`src/rtl/pcs_block_sync_if.sv`:
```
// pcs_block_sync_if -- block stream between the 66/64 RX gearbox, the
// block-sync stage and the descrambler for one 40GbE PCS lane.
//
// Signals:
//   in_valid / in_header[1:0] / in_data[63:0]  block from the gearbox
//   slip                                        one-bit realign request to the gearbox
//   block_lock                                  lane locked
//   out_valid / out_header[1:0] / out_data[63:0] block to the descrambler
//   hi_ber                                      high bit-error-rate flag
//
// Modports:
//   master : environment side (drives in_*, observes everything else)
//   slave  : pcs_block_sync side
interface pcs_block_sync_if;
  logic        in_valid;
  logic [1:0]  in_header;
  logic [63:0] in_data;
  logic        slip;
  logic        block_lock;
  logic        out_valid;
  logic [1:0]  out_header;
  logic [63:0] out_data;
  logic        hi_ber;

  modport master (
    output in_valid, in_header, in_data,
    input  slip, block_lock, out_valid, out_header, out_data, hi_ber
  );

  modport slave (
    input  in_valid, in_header, in_data,
    output slip, block_lock, out_valid, out_header, out_data, hi_ber
  );
endinterface

```
`src/rtl/pcs_block_sync.sv`:
```
// pcs_block_sync -- per-lane 64b/66b block synchronisation for the 40GbE
// PCS receive path. Tests the sync header of every block, runs the
// block-lock state machine, asks the gearbox for one-bit slips until lock
// is found and forwards header/payload (one cycle registered) once locked.
//
// Ports:
//   clk    in  core clock, single domain
//   reset  in  synchronous, active-high
//   bus    pcs_block_sync_if.slave (in_valid/in_header/in_data in;
//          slip/block_lock/out_valid/out_header/out_data/hi_ber out)
//
// Build option:
//   PCS_BLOCK_SYNC_HI_BER_EN  defined   -> high-BER monitor present
//                             undefined -> hi_ber tied to 0
module pcs_block_sync #(
  parameter int SH_CNT_LOCK    = 64,
  parameter int SH_INVALID_MAX = 16,
  parameter int SLIP_WAIT      = 8,
  parameter int HI_BER_WINDOW  = 1250,
  parameter int HI_BER_THRESH  = 16
) (
  input logic             clk,
  input logic             reset,
  pcs_block_sync_if.slave bus
);

  localparam int WAIT_W = $clog2(SLIP_WAIT + 1);

  typedef enum logic [1:0] {
    ST_RESET_CNT = 2'd0,
    ST_TEST_SH   = 2'd1,
    ST_SLIP      = 2'd2,
    ST_SLIP_WAIT = 2'd3
  } state_t;

  // 01 and 10 are the only legal sync headers.
  function automatic logic sh_valid(input logic [1:0] hdr);
    return hdr[1] ^ hdr[0];
  endfunction

  state_t            state, state_nx;
  logic [6:0]        sh_cnt, sh_cnt_nx, sh_cnt_inc;
  logic [4:0]        sh_invalid_cnt, inv_nx, inv_inc;
  logic [WAIT_W-1:0] wait_cnt, wait_nx;
  logic              lock, lock_nx;
  logic              slip_pulse;
  logic              hdr_ok;
  logic              fwd_valid;
  logic [1:0]        fwd_header;
  logic [63:0]       fwd_data;
  logic              hi_ber_flag;

  // Next-state, counter and lock decisions for the block-lock machine.
  always_comb begin
    state_nx   = state;
    sh_cnt_nx  = sh_cnt;
    inv_nx     = sh_invalid_cnt;
    wait_nx    = wait_cnt;
    lock_nx    = lock;
    hdr_ok     = sh_valid(bus.in_header);
    sh_cnt_inc = sh_cnt + 7'd1;
    inv_inc    = sh_invalid_cnt + {4'd0, ~hdr_ok};
    case (state)
      ST_RESET_CNT: begin
        // No block is consumed here, even if one is presented.
        sh_cnt_nx = 7'd0;
        inv_nx    = 5'd0;
        state_nx  = ST_TEST_SH;
      end
      ST_TEST_SH: begin
        if (bus.in_valid) begin
          sh_cnt_nx = sh_cnt_inc;
          inv_nx    = inv_inc;
          if (!lock) begin
            if (!hdr_ok) begin
              state_nx = ST_SLIP;
            end else if (sh_cnt_inc == 7'(SH_CNT_LOCK) && inv_inc == 5'd0) begin
              lock_nx  = 1'b1;
              state_nx = ST_RESET_CNT;
            end else begin
              state_nx = ST_TEST_SH;
            end
          end else begin
            // Loss of lock is checked first so it wins on the window's last block.
            if (inv_inc == 5'(SH_INVALID_MAX)) begin
              lock_nx  = 1'b0;
              state_nx = ST_SLIP;
            end else if (sh_cnt_inc == 7'(SH_CNT_LOCK)) begin
              state_nx = ST_RESET_CNT;
            end else begin
              state_nx = ST_TEST_SH;
            end
          end
        end else begin
          state_nx = ST_TEST_SH;
        end
      end
      ST_SLIP: begin
        // Loaded with SLIP_WAIT-1 so the wait state lasts SLIP_WAIT cycles.
        lock_nx  = 1'b0;
        wait_nx  = WAIT_W'(SLIP_WAIT - 1);
        state_nx = ST_SLIP_WAIT;
      end
      ST_SLIP_WAIT: begin
        if (wait_cnt == {WAIT_W{1'b0}}) begin
          state_nx = ST_RESET_CNT;
        end else begin
          wait_nx  = wait_cnt - {{(WAIT_W-1){1'b0}}, 1'b1};
          state_nx = ST_SLIP_WAIT;
        end
      end
      default: begin
        state_nx = ST_RESET_CNT;
      end
    endcase
  end

  // State, counters, lock flag and the registered slip pulse.
  always_ff @(posedge clk) begin
    if (reset) begin
      state          <= ST_RESET_CNT;
      sh_cnt         <= 7'd0;
      sh_invalid_cnt <= 5'd0;
      wait_cnt       <= {WAIT_W{1'b0}};
      lock           <= 1'b0;
      slip_pulse     <= 1'b0;
    end else begin
      state          <= state_nx;
      sh_cnt         <= sh_cnt_nx;
      sh_invalid_cnt <= inv_nx;
      wait_cnt       <= wait_nx;
      lock           <= lock_nx;
      slip_pulse     <= (state_nx == ST_SLIP);
    end
  end

  // Forwarding register; out_valid uses the lock value from before the edge.
  always_ff @(posedge clk) begin
    if (reset) begin
      fwd_valid  <= 1'b0;
      fwd_header <= 2'b00;
      fwd_data   <= 64'd0;
    end else begin
      fwd_valid <= bus.in_valid & lock;
      if (bus.in_valid) begin
        fwd_header <= bus.in_header;
        fwd_data   <= bus.in_data;
      end
    end
  end

`ifdef PCS_BLOCK_SYNC_HI_BER_EN
  localparam int WIN_W = $clog2(HI_BER_WINDOW);
  localparam int BER_W = $clog2(HI_BER_THRESH + 1);

  logic [WIN_W-1:0] win_cnt;
  logic [BER_W-1:0] ber_cnt, ber_sum;
  logic             ber_hit, win_end;

  // Invalid headers consumed by the lock machine, saturating at the threshold.
  always_comb begin
    ber_hit = (state == ST_TEST_SH) && bus.in_valid && !hdr_ok && lock;
    win_end = (win_cnt == WIN_W'(HI_BER_WINDOW - 1));
    if (ber_hit && (ber_cnt != BER_W'(HI_BER_THRESH))) begin
      ber_sum = ber_cnt + {{(BER_W-1){1'b0}}, 1'b1};
    end else begin
      ber_sum = ber_cnt;
    end
  end

  // Window counter and hi_ber flag; both held cleared while unlocked.
  always_ff @(posedge clk) begin
    if (reset) begin
      win_cnt     <= {WIN_W{1'b0}};
      ber_cnt     <= {BER_W{1'b0}};
      hi_ber_flag <= 1'b0;
    end else if (!lock) begin
      win_cnt     <= {WIN_W{1'b0}};
      ber_cnt     <= {BER_W{1'b0}};
      hi_ber_flag <= 1'b0;
    end else if (win_end) begin
      // The window's verdict replaces the flag; the block on this cycle still counts.
      win_cnt     <= {WIN_W{1'b0}};
      ber_cnt     <= {BER_W{1'b0}};
      hi_ber_flag <= lock_nx && (ber_sum == BER_W'(HI_BER_THRESH));
    end else begin
      win_cnt     <= win_cnt + {{(WIN_W-1){1'b0}}, 1'b1};
      ber_cnt     <= ber_sum;
      hi_ber_flag <= lock_nx && (hi_ber_flag || (ber_sum == BER_W'(HI_BER_THRESH)));
    end
  end
`else
  assign hi_ber_flag = 1'b0;
`endif

  assign bus.slip       = slip_pulse;
  assign bus.block_lock = lock;
  assign bus.out_valid  = fwd_valid;
  assign bus.out_header = fwd_header;
  assign bus.out_data   = fwd_data;
  assign bus.hi_ber     = hi_ber_flag;

endmodule

```
`src/flat_wrapper.sv`:
```
// flat-port wrapper written by rule: the top's interface ports become plain ports
module pcs_block_sync_flat 
#(
  parameter int SH_CNT_LOCK    = 64,
  parameter int SH_INVALID_MAX = 16,
  parameter int SLIP_WAIT      = 8,
  parameter int HI_BER_WINDOW  = 1250,
  parameter int HI_BER_THRESH  = 16
)
  (clk, reset, bus_in_valid, bus_in_header, bus_in_data, bus_slip, bus_block_lock, bus_out_valid, bus_out_header, bus_out_data, bus_hi_ber);
  pcs_block_sync_if bus_i ();
  input logic clk;
  input logic reset;
  input wire logic [$bits(bus_i.in_valid)-1:0] bus_in_valid;
  input wire logic [$bits(bus_i.in_header)-1:0] bus_in_header;
  input wire logic [$bits(bus_i.in_data)-1:0] bus_in_data;
  output wire logic [$bits(bus_i.slip)-1:0] bus_slip;
  output wire logic [$bits(bus_i.block_lock)-1:0] bus_block_lock;
  output wire logic [$bits(bus_i.out_valid)-1:0] bus_out_valid;
  output wire logic [$bits(bus_i.out_header)-1:0] bus_out_header;
  output wire logic [$bits(bus_i.out_data)-1:0] bus_out_data;
  output wire logic [$bits(bus_i.hi_ber)-1:0] bus_hi_ber;
  assign bus_i.in_valid = bus_in_valid;
  assign bus_i.in_header = bus_in_header;
  assign bus_i.in_data = bus_in_data;
  assign bus_slip = bus_i.slip;
  assign bus_block_lock = bus_i.block_lock;
  assign bus_out_valid = bus_i.out_valid;
  assign bus_out_header = bus_i.out_header;
  assign bus_out_data = bus_i.out_data;
  assign bus_hi_ber = bus_i.hi_ber;
  pcs_block_sync #(.SH_CNT_LOCK(SH_CNT_LOCK), .SH_INVALID_MAX(SH_INVALID_MAX), .SLIP_WAIT(SLIP_WAIT), .HI_BER_WINDOW(HI_BER_WINDOW), .HI_BER_THRESH(HI_BER_THRESH)) u_core (.clk(clk), .reset(reset), .bus(bus_i));
endmodule
```
`config.mk`:
```
export PLATFORM = sky130hd
export DESIGN_NAME = pcs_block_sync_flat
export DESIGN_NICKNAME = d
export VERILOG_FILES = /design/src/rtl/pcs_block_sync_if.sv /design/src/rtl/pcs_block_sync.sv /design/src/flat_wrapper.sv
export SDC_FILE = /design/constraint.sdc
export NUM_CORES = 1
export LEC_CHECK = 0
export CELL_PAD_IN_SITES_DETAIL_PLACEMENT = 0
export CELL_PAD_IN_SITES_GLOBAL_PLACEMENT = 1
export CORE_MARGIN = 5
export CORE_UTILIZATION = 34
export DETAILED_ROUTE_END_ITERATION = 10
export PLACE_DENSITY = 0.86
export RECOVER_POWER = 100
export REMOVE_ABC_BUFFERS = 1
export SETUP_SLACK_MARGIN = 0.5
export SYNTH_ARGS = -nofsm -noshare
export SYNTH_HDL_FRONTEND = slang
export SYNTH_SLANG_ARGS = --single-unit
```
`constraint.sdc`:
```
create_clock -name clk -period 5.35 [get_ports clk]
set_input_delay 1.3375 -clock clk [delete_from_list [all_inputs] [get_ports clk]]
set_output_delay 1.3375 -clock clk [all_outputs]
set_load 0.005 [all_outputs]
```
==> results.ini, run 1 <==
[clock_tree]
clk_pin_slew_ps = 80
cts_sinks = 87
numCtsBuffers = 9
cts_tree = done
postCtsHoldBufs = 0
cts.path.max_buffers = 2
post_cts_buffers = 0
cts_max_level = 3
post_cts_resized = 0
clk_latency_ps = 350
root_buffer = clkbuf_8

[synth]
synth.top_cells.by_area = dfxtp_1 (50%), mux2i_1 (19%), nor2_1 (9.1%)
synth_top_cell_area_share = 0.4975
ys_seq_area_frac = 0.4975
synth_cells = 361
synth_seq_cells = 87
syn_area_mm2 = 0.003501
yosys_warnings = 0
synth_top_area_cell = dfxtp_1
yosysMostFrequentCell = dfxtp_1
synth-async-reset-ratio = 0
synth_cell_type_count = 42
avgSynthCellArea_um2 = 9.698
synth_edf_count = 0
synth_ff_type = dfxtp_1
yosys-top-cells-count = dfxtp_1 (87), nor2_1 (85), mux2i_1 (67)

[min_path]
min-delay-start = u_core.bus.out_data[8]
hp-class = register to register
min_path_cells = 2

[critical_path]
worstReg2RegEnd = u_core.bus.slip
cp.required_ps = 5580
crit_buf_inv = 1
worst_setup_path_start_kind = input pin
crit_path_max_incr_delay_ps = 880
crit_arrival_ps = 4600
crit_cells = 8
crit_chain = clkdlybuf4s50_1 > xnor2_1 > ha_1 > ha_1 > a2111oi_0 > or4b_1 > o31a_1 > nor4_1
crit_start = bus_in_header[1]
cp_top_family = compound AO/OA/AOI/OAI gates
critPathKind = input pin to register
path_max_fanout = 4
r2r_cells = 7
critPathSlowestCell = a2111oi_0
crit_top_cell = ha_1
endpoint = u_core.bus.slip
r2r_slack_ps = 2400
reg2reg_from = u_core.sh_invalid_cnt[0]
worst_setup_path_end_kind = register

[place]
numPortBuffers = 137
place.gp.congestion = 0.7305
dpl_cell_area_mm2 = 0.004954
dp_hpwl_um = 6370

[layout]
final_util = 0.5061
antenna_cells = 0
fin_nets = 561
fin_area_mm2 = 0.005155
area_growth_pct = 47.25
drive_gt1_frac = 0.04675

[detailed_routing]
drt_iter0_drc = 103
drt-total-wl_um = 8823
vias = 2968
ant_nets = 0
drc_errors = 0
vias_per_cell = 4.726
drtPass1Iterations = 4
routedWlPerCell_um = 14.05

[run_status]
status = finished with violations
violations = capacitance limit, slew limit

[power_and_ir_drop]
power_leakage_nw = 2.290
power_density_mw_per_mm2 = 276.2
fin_total_pwr_mw = 1.424
irDropWorstVdd_uv = 157.5

[timing]
max_clock_freq_ghz = 0.2292
hold_viol = 0
setup_viol = 0
finClkSkew_ps = 11.12
drv_slew = 90
tightest_slew_ps = 1952
grt_setup_unrepaired = false
maxSlewHeadroom = -0.3017
period_minus_slack_ps = 4362
fin_tns_setup_ps = 0
period_share = 0.8153
whs_ps = 489.3

[global_routing]
grt-ovfl-total = 0
grt_busiest_layer = met2
grt_pass1_wl_um = 14970
grt_pass1_vias = 3016
gr-usage-met1 = 0.1627
grt.met2_usage = 0.2473
grt_use_total = 0.1453
grt_max_degree = 48
met3_usage = 0.05924
antenna_found_initial = 0

[floorplan]
io_pins = 139
core.rowCount = 37
die_y_um = 111.5
die-area_mm2 = 0.01243
initial_utilization = 0.3437
core_mm2 = 0.01018
dieWidth_um = 111.5

[job]
drv_cap = 2

## stage by stage
| stage | std cells | worst slack [ps] |
|---|---|---|
| after floorplan | 337 | 1847 |
| after global placement | 612 | 1235 |
| after detailed placement | 612 | 1158 |
| after CTS | 628 | 1514 |
| after global routing | 628 | 697.3 |
| final | 628 | 987.9 |
## report_power, final
group	switching [mW]	total [mW]	internal [mW]
Combinational	0.0800	0.201	0.121
Clock	0.235	0.522	0.288
Sequential	0.0199	0.700	0.680
## cell usage in the layout (no fill, tap or decap), types with 3 or more instances in the layout
cell type	n
a311oi_1	3
o21ai_0	6
nand3b_1	5
nor3_1	5
a22oi_1	5
nand3_1	5
clkdlybuf4s50_1	66
mux2i_1	67
ha_1	5
a21o_1	3
nand4_1	3
nor2_1	85
nand2_1	9
inv_1	6
a21oi_1	13
dfxtp_1	87
dlygate4sd3_1	69
clkbuf_8	11
## cell families after synthesis
family / count (synthesis) / synth area share
adders and majority gates: 5 / 0.01787
xor gates and xnor gates: 4 / 0.01001
other: 1 / 0.001071
AOI/OAI and AO/OA: 46 / 0.09579
buffers and inverters: 30 / 0.03395
muxes: 67 / 0.1916
DFF: 87 / 0.4975
and+or+nand+nor: 121 / 0.1523
## area by class of cell
class                           instances  area, um^2
Fill cell                             978        5030
Sequential cell                        87        1742
Multi-Input combinational cell        244        1615
Timing Repair Buffer                  139        1374
Inverter                                6       22.52
Tap cell                              136       170.2
Clock buffer                           11       151.4
Clock inverter                          5       80.08
## registers in the layout, summed over array words and instances, names as in the netlist
name,count
u_core.bus.block_lock,1
u_core.bus.out_data,64
u_core.bus.out_header,2
u_core.bus.out_valid,1
u_core.bus.slip,1
u_core.sh_cnt,7
u_core.sh_invalid_cnt,5
u_core.state,2
u_core.wait_cnt,4
## how the worst min path moves through the flow
| stage | endpoint | slack (ps) |
|---|---|---|
| 4_1_cts | u_core.bus.out_data[8] | 500 |
| 5_1_grt | u_core.bus.out_data[32] | 520 |
| 2_1_floorplan | u_core.sh_invalid_cnt[0] | 470 |
| 3_3_place_gp | u_core.bus.out_data[43] | 470 |
| 3_5_place_dp | u_core.bus.out_data[8] | 480 |
| 6_report | u_core.bus.out_data[8] | 490 |
## layer usage
| metal | vias to the layer above | share of wire | wire [um] |
|---|---|---|---|
| met4 | 0 | 0.020 | 178 |
| met5 | - | 0 | 0 |
| met2 | 83 | 0.49 | 4342 |
| li1 | 1497 | - | - |
| met3 | 14 | 0.077 | 677 |
| met1 | 1374 | 0.41 | 3624 |
## worst reg2reg max path, delay by kind of cell (launching register included)
family                   cells  cell delay, ps
AND/OR/NAND/NOR              2             770
adder cells (fa/ha/maj)      2             520
flip-flops                   1             320
XOR/XNOR                     1             160
AO/OA/AOI/OAI                2            1060
Note: power is estimated with default switching activity, not from simulation.
==> run 2, diff against run 1 <==
CORE_UTILIZATION = 29   (was 34)
PLACE_DENSITY = 0.79   (was 0.86)
clock period = 3.49 ns   (was 5.35 ns; I/O delays follow)
==> results.ini, run 2 (same netlist as run 1, synthesis figures left out) <==
[place]
numPortBuffers = 137  ; unchanged
dp_hpwl_um = 6596  ; +3.5%
place.gp.congestion = 0.7924  ; +8.5%

[clock_tree]
root_buffer = clkbuf_16
cts_sinks = 87  ; unchanged
clk_pin_slew_ps = 60  ; -20 ps
numCtsBuffers = 9  ; unchanged
cts_tree = done
clk_latency_ps = 340  ; about the same
cts_max_level = 3  ; unchanged
postCtsHoldBufs = 0  ; unchanged
cts.path.max_buffers = 2  ; unchanged

[layout]
final_common_cell = dfxtp_1
fin_nets = 568  ; +1.2%
largest_register_ffs = 64  ; unchanged
multi_input_area_mm2 = 0.001647  ; +1.9%
regArea_mm2 = 0.001742  ; unchanged
nFillCells = 1153  ; +18%
mostFrequentLayoutCells = dfxtp_1 (87), nor2_1 (85), dlygate4sd3_1 (69)
antenna_cells = 0  ; unchanged
area_growth_pct = 51.86
drive_gt1_frac = 0.05823  ; +0.01148

[job]
drv_cap = 1  ; -1

[detailed_routing]
drtPass1Iterations = 4  ; unchanged
drc_errors = 0  ; unchanged
drt_iter0_drc = 97  ; -5.8%
routedWlPerCell_um = 14.26  ; +1.5%
vias_per_cell = 4.583  ; -3.0%
vias = 2956  ; -0.40%
ant_nets = 0  ; unchanged
drt-total-wl_um = 9200  ; +4.3%

[power_and_ir_drop]
p_int_mw = 1.777  ; +63%
fin_total_pwr_mw = 2.315  ; +63%
pwr-share-comb = 0.141  ; about the same
p_sw_uw = 538.1  ; +61%
power_leakage_nw = 2.358  ; +3.0%
p_clk_frac = 0.396  ; +0.029
seqPwrFrac = 0.463  ; -0.029
irDropWorstVdd_uv = 289.3  ; +84%
power_density_mw_per_mm2 = 435.4  ; +58%
switching_share = 0.2324  ; -0.002474

[critical_path]
critPathSlowestCell = or4b_1
cp.required_ps = 3710  ; -1870 ps
worst_setup_path_end_kind = register
crit_start = bus_in_header[0]
critPathKind = input pin to register
path_max_fanout = 4  ; unchanged
r2r_cells = 7  ; unchanged
reg2reg_from = u_core.wait_cnt[0]
r2r_slack_ps = 1100  ; -1300 ps
worstReg2RegEnd = u_core.bus.slip
crit_chain = dlygate4sd2_1 > xnor2_1 > ha_1 > ha_4 > a2111oi_4 > or4b_1 > o31a_1 > nor4_1
crit_path_max_incr_delay_ps = 460  ; -420 ps
worst_setup_path_start_kind = input pin
crit_arrival_ps = 3280  ; -1320 ps

[floorplan]
core_mm2 = 0.01191  ; +17%
initial_utilization = 0.2939  ; -0.04983
core.rowCount = 40  ; +8.1%
die-area_mm2 = 0.01437  ; +16%
dieWidth_um = 119.9  ; +7.5%
die_y_um = 119.9  ; +7.5%
io_pins = 139  ; unchanged

[global_routing]
gr-usage-met1 = 0.1544  ; -0.008290
grt_pass1_vias = 2988  ; -0.93%
grt-ovfl-total = 0  ; unchanged
grt_pass1_wl_um = 14910  ; -0.37%
grt_max_degree = 52  ; +8.3%
grt.met2_usage = 0.1977  ; -0.04955
met3_usage = 0.06880  ; +0.009564
grt_use_total = 0.1296  ; -0.01573
antenna_found_initial = 0  ; unchanged
grt_busiest_layer = met2

[min_path]
min-delay-start = u_core.bus.out_data[55]
min_path_cells = 2  ; unchanged
holdPathEnd = u_core.bus.out_data[55]
hp-class = register to register

[timing]
whs_ps = 482.6  ; -6.697 ps
tightest_slew_ps = 1728  ; -224.2 ps
drv_slew = 37  ; -59%
fin_tns_setup_ps = 0  ; unchanged
period_share = 0.8786
finClkSkew_ps = 4.374  ; -6.748 ps
grt_setup_unrepaired = false
max_clock_freq_ghz = 0.3261
hold_viol = 0  ; unchanged
setup_viol = 0  ; unchanged
period_minus_slack_ps = 3066
maxSlewHeadroom = -0.1522  ; +0.1494

[run_status]
status = finished with violations
violations = capacitance limit, slew limit

==> run 2: cell count changes in the layout (fill, tap and decap cells not counted), sizes merged <==
cell | previous run | this run
dlygate4sd2 | 0 | 2
bufinv | 2 | 0
clkbuf | 13 | 15
clkinv | 1 | 0
buf | 2 | 9
clkdlybuf4s50 | 66 | 64
==> run 2: final cells by class <==
class	instances	area share
clock buffers	13	0.05084
clock inverters	2	0.002824
inverters	6	0.004236
multi-input cells	244	0.3097
flip-flops and latches	87	0.3276
well taps	147	0.03460
repair buffers	146	0.2702
==> run 2: power groups by stage <==
stage               registers, mW  logic, mW  clock network, mW
finish                       1.07      0.328              0.916
global route                 1.08      0.359              0.999
CTS                          1.07      0.353              0.952
detailed placement           1.09      0.349                  0
global placement             1.09      0.345                  0
floorplan                    1.10      0.107                  0
==> run 2: worst max-delay path by stage <==
stage | endpoint
after detailed placement | u_core.bus.slip
after global routing | u_core.bus.slip
after CTS | u_core.bus.slip
after global placement | u_core.state[0]
after floorplan | u_core.state[0]
final | u_core.bus.slip
==> run 2: per-layer routing <==
layer  wire [um]  share of wire
met2        4251           0.46
met3         841          0.091
met1        3943           0.43
met4         163          0.018
met5           0              0
==> run 2: timing repair <==
action                                  in CTS  in global routing
endpoints found under the setup margin       2                  0
setup buffers                                1                  0
hold endpoints to repair                     0                  0
resized for setup                            5                  0
==> run 2: worst max-delay path: cells and delay by family <==
kind                     cells  cell delay (ps)
adder cells (fa/ha/maj)      2              570
AO/OA/AOI/OAI                2              600
AND/OR/NAND/NOR              2              740
XOR/XNOR                     1              230
buffers and inverters        1              250
==> run 2: per-stage QoR <==
step	setup slack [ps]	area, um^2	utilization	std cells
floorplan	451.7	3405	-	337
global placement	24.00	5025	0.4218	629
detailed placement	-70.55	5025	0.4218	629
CTS	617.3	5338	0.4481	645
global route	370.3	5316	0.4463	645
finish	423.5	5316	0.4463	645
==> run 3, diff against run 2 <==
REMOVE_ABC_BUFFERS = not set   (was 1)
==> results.ini, run 3 (same netlist as run 1, synthesis figures left out) <==
[power_and_ir_drop]
p_int_mw = 1.889  ; +6.3%
power_leakage_nw = 2.366  ; +0.36%
p_sw_uw = 560.7  ; +4.2%
seqPwrFrac = 0.439  ; -0.024
irDropWorstVdd_uv = 272.8  ; -5.7%
pwr-share-comb = 0.132  ; -0.009
power_density_mw_per_mm2 = 459.1  ; +5.4%
p_clk_frac = 0.429  ; +0.033
switching_share = 0.2289  ; -0.003544

[global_routing]
grt_pass1_vias = 3016  ; +0.94%
grt_pass1_wl_um = 15100  ; +1.3%
antenna_found_initial = 0  ; unchanged
grt-ovfl-total = 0  ; unchanged
grt_max_degree = 42  ; -19%
grt_use_total = 0.1296  ; about the same

[layout]
fin_area_mm2 = 0.005336  ; +0.38%
antenna_cells = 0  ; unchanged
mostFrequentLayoutCells = dfxtp_1 (87), nor2_1 (85), dlygate4sd3_1 (69)
fin_nets = 567  ; -0.18%
area_growth_pct = 52.43
final_common_cell = dfxtp_1
fin_cells = 645  ; unchanged
largest_register_ffs = 64  ; unchanged
drive_gt1_frac = 0.06426  ; +0.006024

[timing]
max_clock_freq_ghz = 0.3319  ; +1.8%
setup_viol = 0  ; unchanged
hold_viol = 0  ; unchanged
period_share = 0.8633  ; -0.01531
tightest_slew_ps = 1768  ; +39.54 ps
period_minus_slack_ps = 3013  ; -53.45 ps
grt_setup_unrepaired = true
drv_slew = 42  ; +14%
maxSlewHeadroom = -0.1786  ; -0.02636
finClkSkew_ps = 5.421  ; +1.047 ps

[detailed_routing]
routedWlPerCell_um = 14.35  ; +0.61%
drt_iter0_drc = 111  ; +14%
vias = 2999  ; +1.5%
drc_errors = 0  ; unchanged
ant_nets = 0  ; unchanged
vias_per_cell = 4.650  ; +1.5%
drtPass1Iterations = 4  ; unchanged
drt-total-wl_um = 9256  ; +0.61%

[floorplan]
core_mm2 = 0.01191  ; unchanged
dieWidth_um = 119.9  ; unchanged
io_pins = 139  ; unchanged
core.rowCount = 40  ; unchanged
die_y_um = 119.9  ; unchanged
die-area_mm2 = 0.01437  ; unchanged
initial_utilization = 0.2939  ; unchanged

[clock_tree]
cts_sinks = 87  ; unchanged
root_buffer = clkbuf_16
cts.path.max_buffers = 2  ; unchanged
clk_pin_slew_ps = 60  ; about the same
cts_tree = done
postCtsHoldBufs = 0  ; unchanged
numCtsBuffers = 9  ; unchanged
clk_latency_ps = 340  ; about the same
cts_max_level = 3  ; unchanged

[synth]
synthesis.nets = 435

[critical_path]
worst_setup_path_end_kind = register
cp.required_ps = 3720  ; about the same
crit_arrival_ps = 3240  ; -40 ps
worst_setup_path_start_kind = input pin
critPathKind = input pin to register
path_max_fanout = 4  ; unchanged

[place]
numPortBuffers = 137  ; unchanged
dpl_cell_area_mm2 = 0.005027  ; about the same
place.gp.congestion = 0.8390  ; +5.9%
dp_cells = 628  ; -0.16%
dp_hpwl_um = 6708  ; +1.7%

[run_status]
status = finished with violations
violations = capacitance limit, slew limit

[min_path]
hp-class = register to register

[job]
drv_cap = 1  ; unchanged

## run 3: cell types whose count changed in the layout (fill, tap and decap cells not counted), sizes merged
cell	before	now
buf	9	7
bufinv	0	2
clkbuf	15	13
clkinv	0	1
inv	6	7
## run 3: path summary, 6_finish.rpt
kind | cells past startpoint | end | slack, ps | from
setup reg to reg | 7 | u_core.state[0] | 1170 | u_core.wait_cnt[0]
hold reg to reg | 2 | u_core.bus.out_data[6] | 490 | u_core.bus.out_data[6]
setup / recovery | 8 | u_core.state[0] | 480 | bus_in_header[0]
hold / removal | 2 | u_core.bus.out_data[6] | 490 | u_core.bus.out_data[6]
## run 3: worst max-delay path: stages
cell and delay [ps]:
dlygate4sd2_1 250, xnor2_1 250, ha_1 290, ha_2 320
a2111oi_4 310, or4b_1 470, o31a_1 280, o21ba_2 190
## run 3: repair_timing
| item | in CTS | in global routing |
|---|---|---|
| pin swaps | 3 | 1 |
| hold endpoints to repair | 0 | 0 |
| endpoints found under the setup margin | 2 | 2 |
| resized for setup | 3 | 0 |
| buffers inserted | 1 | 0 |
## run 3: power by group through the flow
stage | Clock, mW | Combinational, mW | Sequential [mW]
global placement | 0 | 0.341 | 1.10
detailed placement | 0 | 0.347 | 1.10
floorplan | 0 | 0.144 | 1.09
finish | 1.05 | 0.324 | 1.08
global route | 1.12 | 0.355 | 1.08
CTS | 1.08 | 0.350 | 1.08
## run 3: area by class of cell
class | count | area (um^2)
multi-input cells | 244 | 1643
clock buffers | 10 | 239.0
flip-flops and latches | 87 | 1742
inverters | 6 | 22.52
repair buffers | 145 | 1414
fillers | 1138 | 6575
clock inverters | 6 | 92.59
well taps | 147 | 183.9
## run 3: through the flow
stage | utilization | setup TNS [ps] | total power [mW] | hold WS [ps] | setup slack (ps)
after floorplan | - | 0 | 1.239 | 473.7 | 541.4
after global placement | 0.4221 | 0 | 1.438 | 472.1 | 35.25
after detailed placement | 0.4221 | -27.84 | 1.445 | 483.1 | -20.47
after CTS | 0.4505 | 0 | 2.506 | 500.7 | 578.1
after global routing | 0.4480 | 0 | 2.561 | 518.7 | 365.3
final | 0.4480 | 0 | 2.450 | 487.4 | 477.0
## run 3: per-layer routing
layer,vias to the layer above,wire (um),share of wire,global-route usage
met5,-,0,0,0
met4,0,142,0.015,0.05225
met3,11,656,0.071,0.04571
met2,87,4514,0.49,0.2126
met1,1393,3942,0.43,0.1547
li1,1508,-,-,-
==> RTL change, RTL diff (config.mk and constraints of run 2) <==
`SLIP_WAIT` is set to 8 in 2 places; all go to 4.
--- a/src/rtl/pcs_block_sync.sv
+++ b/src/rtl/pcs_block_sync.sv
@@ -15,7 +15,7 @@
 module pcs_block_sync #(
   parameter int SH_CNT_LOCK    = 64,
   parameter int SH_INVALID_MAX = 16,
-  parameter int SLIP_WAIT      = 8,
+  parameter int SLIP_WAIT      = 4,
   parameter int HI_BER_WINDOW  = 1250,
   parameter int HI_BER_THRESH  = 16
 ) (
--- a/src/flat_wrapper.sv
+++ b/src/flat_wrapper.sv
@@ -3,7 +3,7 @@
 #(
   parameter int SH_CNT_LOCK    = 64,
   parameter int SH_INVALID_MAX = 16,
-  parameter int SLIP_WAIT      = 8,
+  parameter int SLIP_WAIT      = 4,
   parameter int HI_BER_WINDOW  = 1250,
   parameter int HI_BER_THRESH  = 16
 )
Function: changed (Yosys sat finds a counterexample within 10 cycles, from zero or initial values and one cycle with reset high).
==> RTL change against run 2 <==
  * Synthesized area shrank 0.46%
  * Total power increased by 0.64%
  * The flow still finishes with violations (max-capacitance violations, max-slew violations)
  * Sequential share of layout area down 0.12 points
  * Worst setup slack gained 0.0083 ns
  * Largest cell class unchanged
  * Wire length shrank 2.0%
  * Synthesized cell count unchanged
  * Sequential cell count shrank 1
  * Largest power group unchanged
  * Maximum frequency increased by 0.27%
  * Cell area shrank 0.80%
  * Register-to-register slack better by 0.36 ns
==> RTL change: results (changes against run 2) <==
status:
  status: "finished, violations left"
  violations: "max-capacitance violations, max-slew violations"
placed_design:
  port_buffers: 137  # unchanged
  dp.cells: 626  # -0.48%
  place_ws_ns: 0.158  # +0.229 ns
  place_congestion: 0.760  # -4.1%
  hpwl_mm: 6.50  # -1.5%
  place_area_um2: 4960  # -1.3%
synth:
  synthAdderAreaFrac: 0.0215  # +0.00367
  ys_seq_area_frac: 0.494  # -0.00342
  ys_types: 40  # -4.8%
  netlist_top_cells_area: "dfxtp_1 49%, mux2i_1 20%, nor2_1 8.9%, ha_1 2.2%, a21oi_1 2.0%"
  synth_compound_area_frac: 0.0779  # -0.0179
  synthMuxAreaShare: 0.195  # +0.00377
  yosys-top-cells-count: "86 x dfxtp_1, 83 x nor2_1, 68 x mux2i_1, 14 x a21oi_1, 11 x clkbuf_1"
pwr:
  power_mw: 2.33  # +0.64%
  p_seq_frac: 0.454  # -0.009
  peakVddDrop_uv: 287  # -0.81%
  intPower_mw: 1.81  # +1.8%
  p_comb_frac: 0.133  # -0.008
  power_leakage_nw: 2.34  # -0.58%
grt:
  grt_use_met1: 0.140  # -0.0141
  use_met2: 0.217  # +0.0191
  grt_pass1_wl_mm: 14.7  # -1.3%
  use_met3: 0.0500  # -0.0189
  grtUsageTotal: 0.126  # -0.00310
  antenna_found_initial: 0  # unchanged
  grt_max_degree: 54  # +3.8%
hold_path:
  min_path_type: "reg2reg"
clock_network:
  cts_resized: 0  # -5
  cts_setup_buffers: 0  # -1
routing:
  wl_met2_mm: 4.55  # +7.1%
  wl_met3_um: 645  # -23%
  vias: 2962  # +0.20%
  wire_per_inst_um: 14.0  # -1.5%
  met1_length_mm: 3.67  # -7.1%
  drt_wl_total_mm: 9.02  # -2.0%
  first_iter_violations: 88  # -9.3%
timing:
  finClkSkew_ns: 0.00281  # -0.00156 ns
  tightest_slew_ns: 1.55  # -0.180 ns
  drv_slew: 34  # -8.1%
worst_setup_path:
  cpPeakStageDelay_ns: 0.59  # +0.13 ns
  crit_family: "compound AO/OA/AOI/OAI gates"
flow_run:
  max-cap-violations: 1  # unchanged
cells_and_area:
  nNetsFinal: 565  # -0.53%
  drive_gt1_frac: 0.0444  # -0.0138
## RTL change: cell count changes in the layout (fill, tap and decap cells not counted), sizes merged, moves of 3 or more
cell	change
or3	+4
buf	-5
a311oi	-3
o21ai	+3
and3b	+5
nand3b	-3
nand4	-3
## RTL change: path summary, 6_finish.rpt
check	from	to	slack, ns	cells past startpoint
max	bus_in_header[1]	u_core.bus.slip$_SDFF_PP0_	0.43	9
min	u_core.wait_cnt[0]$_SDFFE_PP0P_	u_core.wait_cnt[0]$_SDFFE_PP0P_	0.47	1
max reg2reg	u_core.sh_invalid_cnt[0]$_SDFFE_PP0P_	u_core.bus.slip$_SDFF_PP0_	1.46	7
min reg2reg	u_core.wait_cnt[0]$_SDFFE_PP0P_	u_core.wait_cnt[0]$_SDFFE_PP0P_	0.47	1
## RTL change: cell type report
cell class                 instances  area (µm²)
multi-input combinational        247        1650
sequential                        86        1720
fill                            1151        6640
timing repair buffer             140        1400
inverter                           6        22.5
tap                              147         184
clock buffer                      13         260
clock inverter                     3        42.5
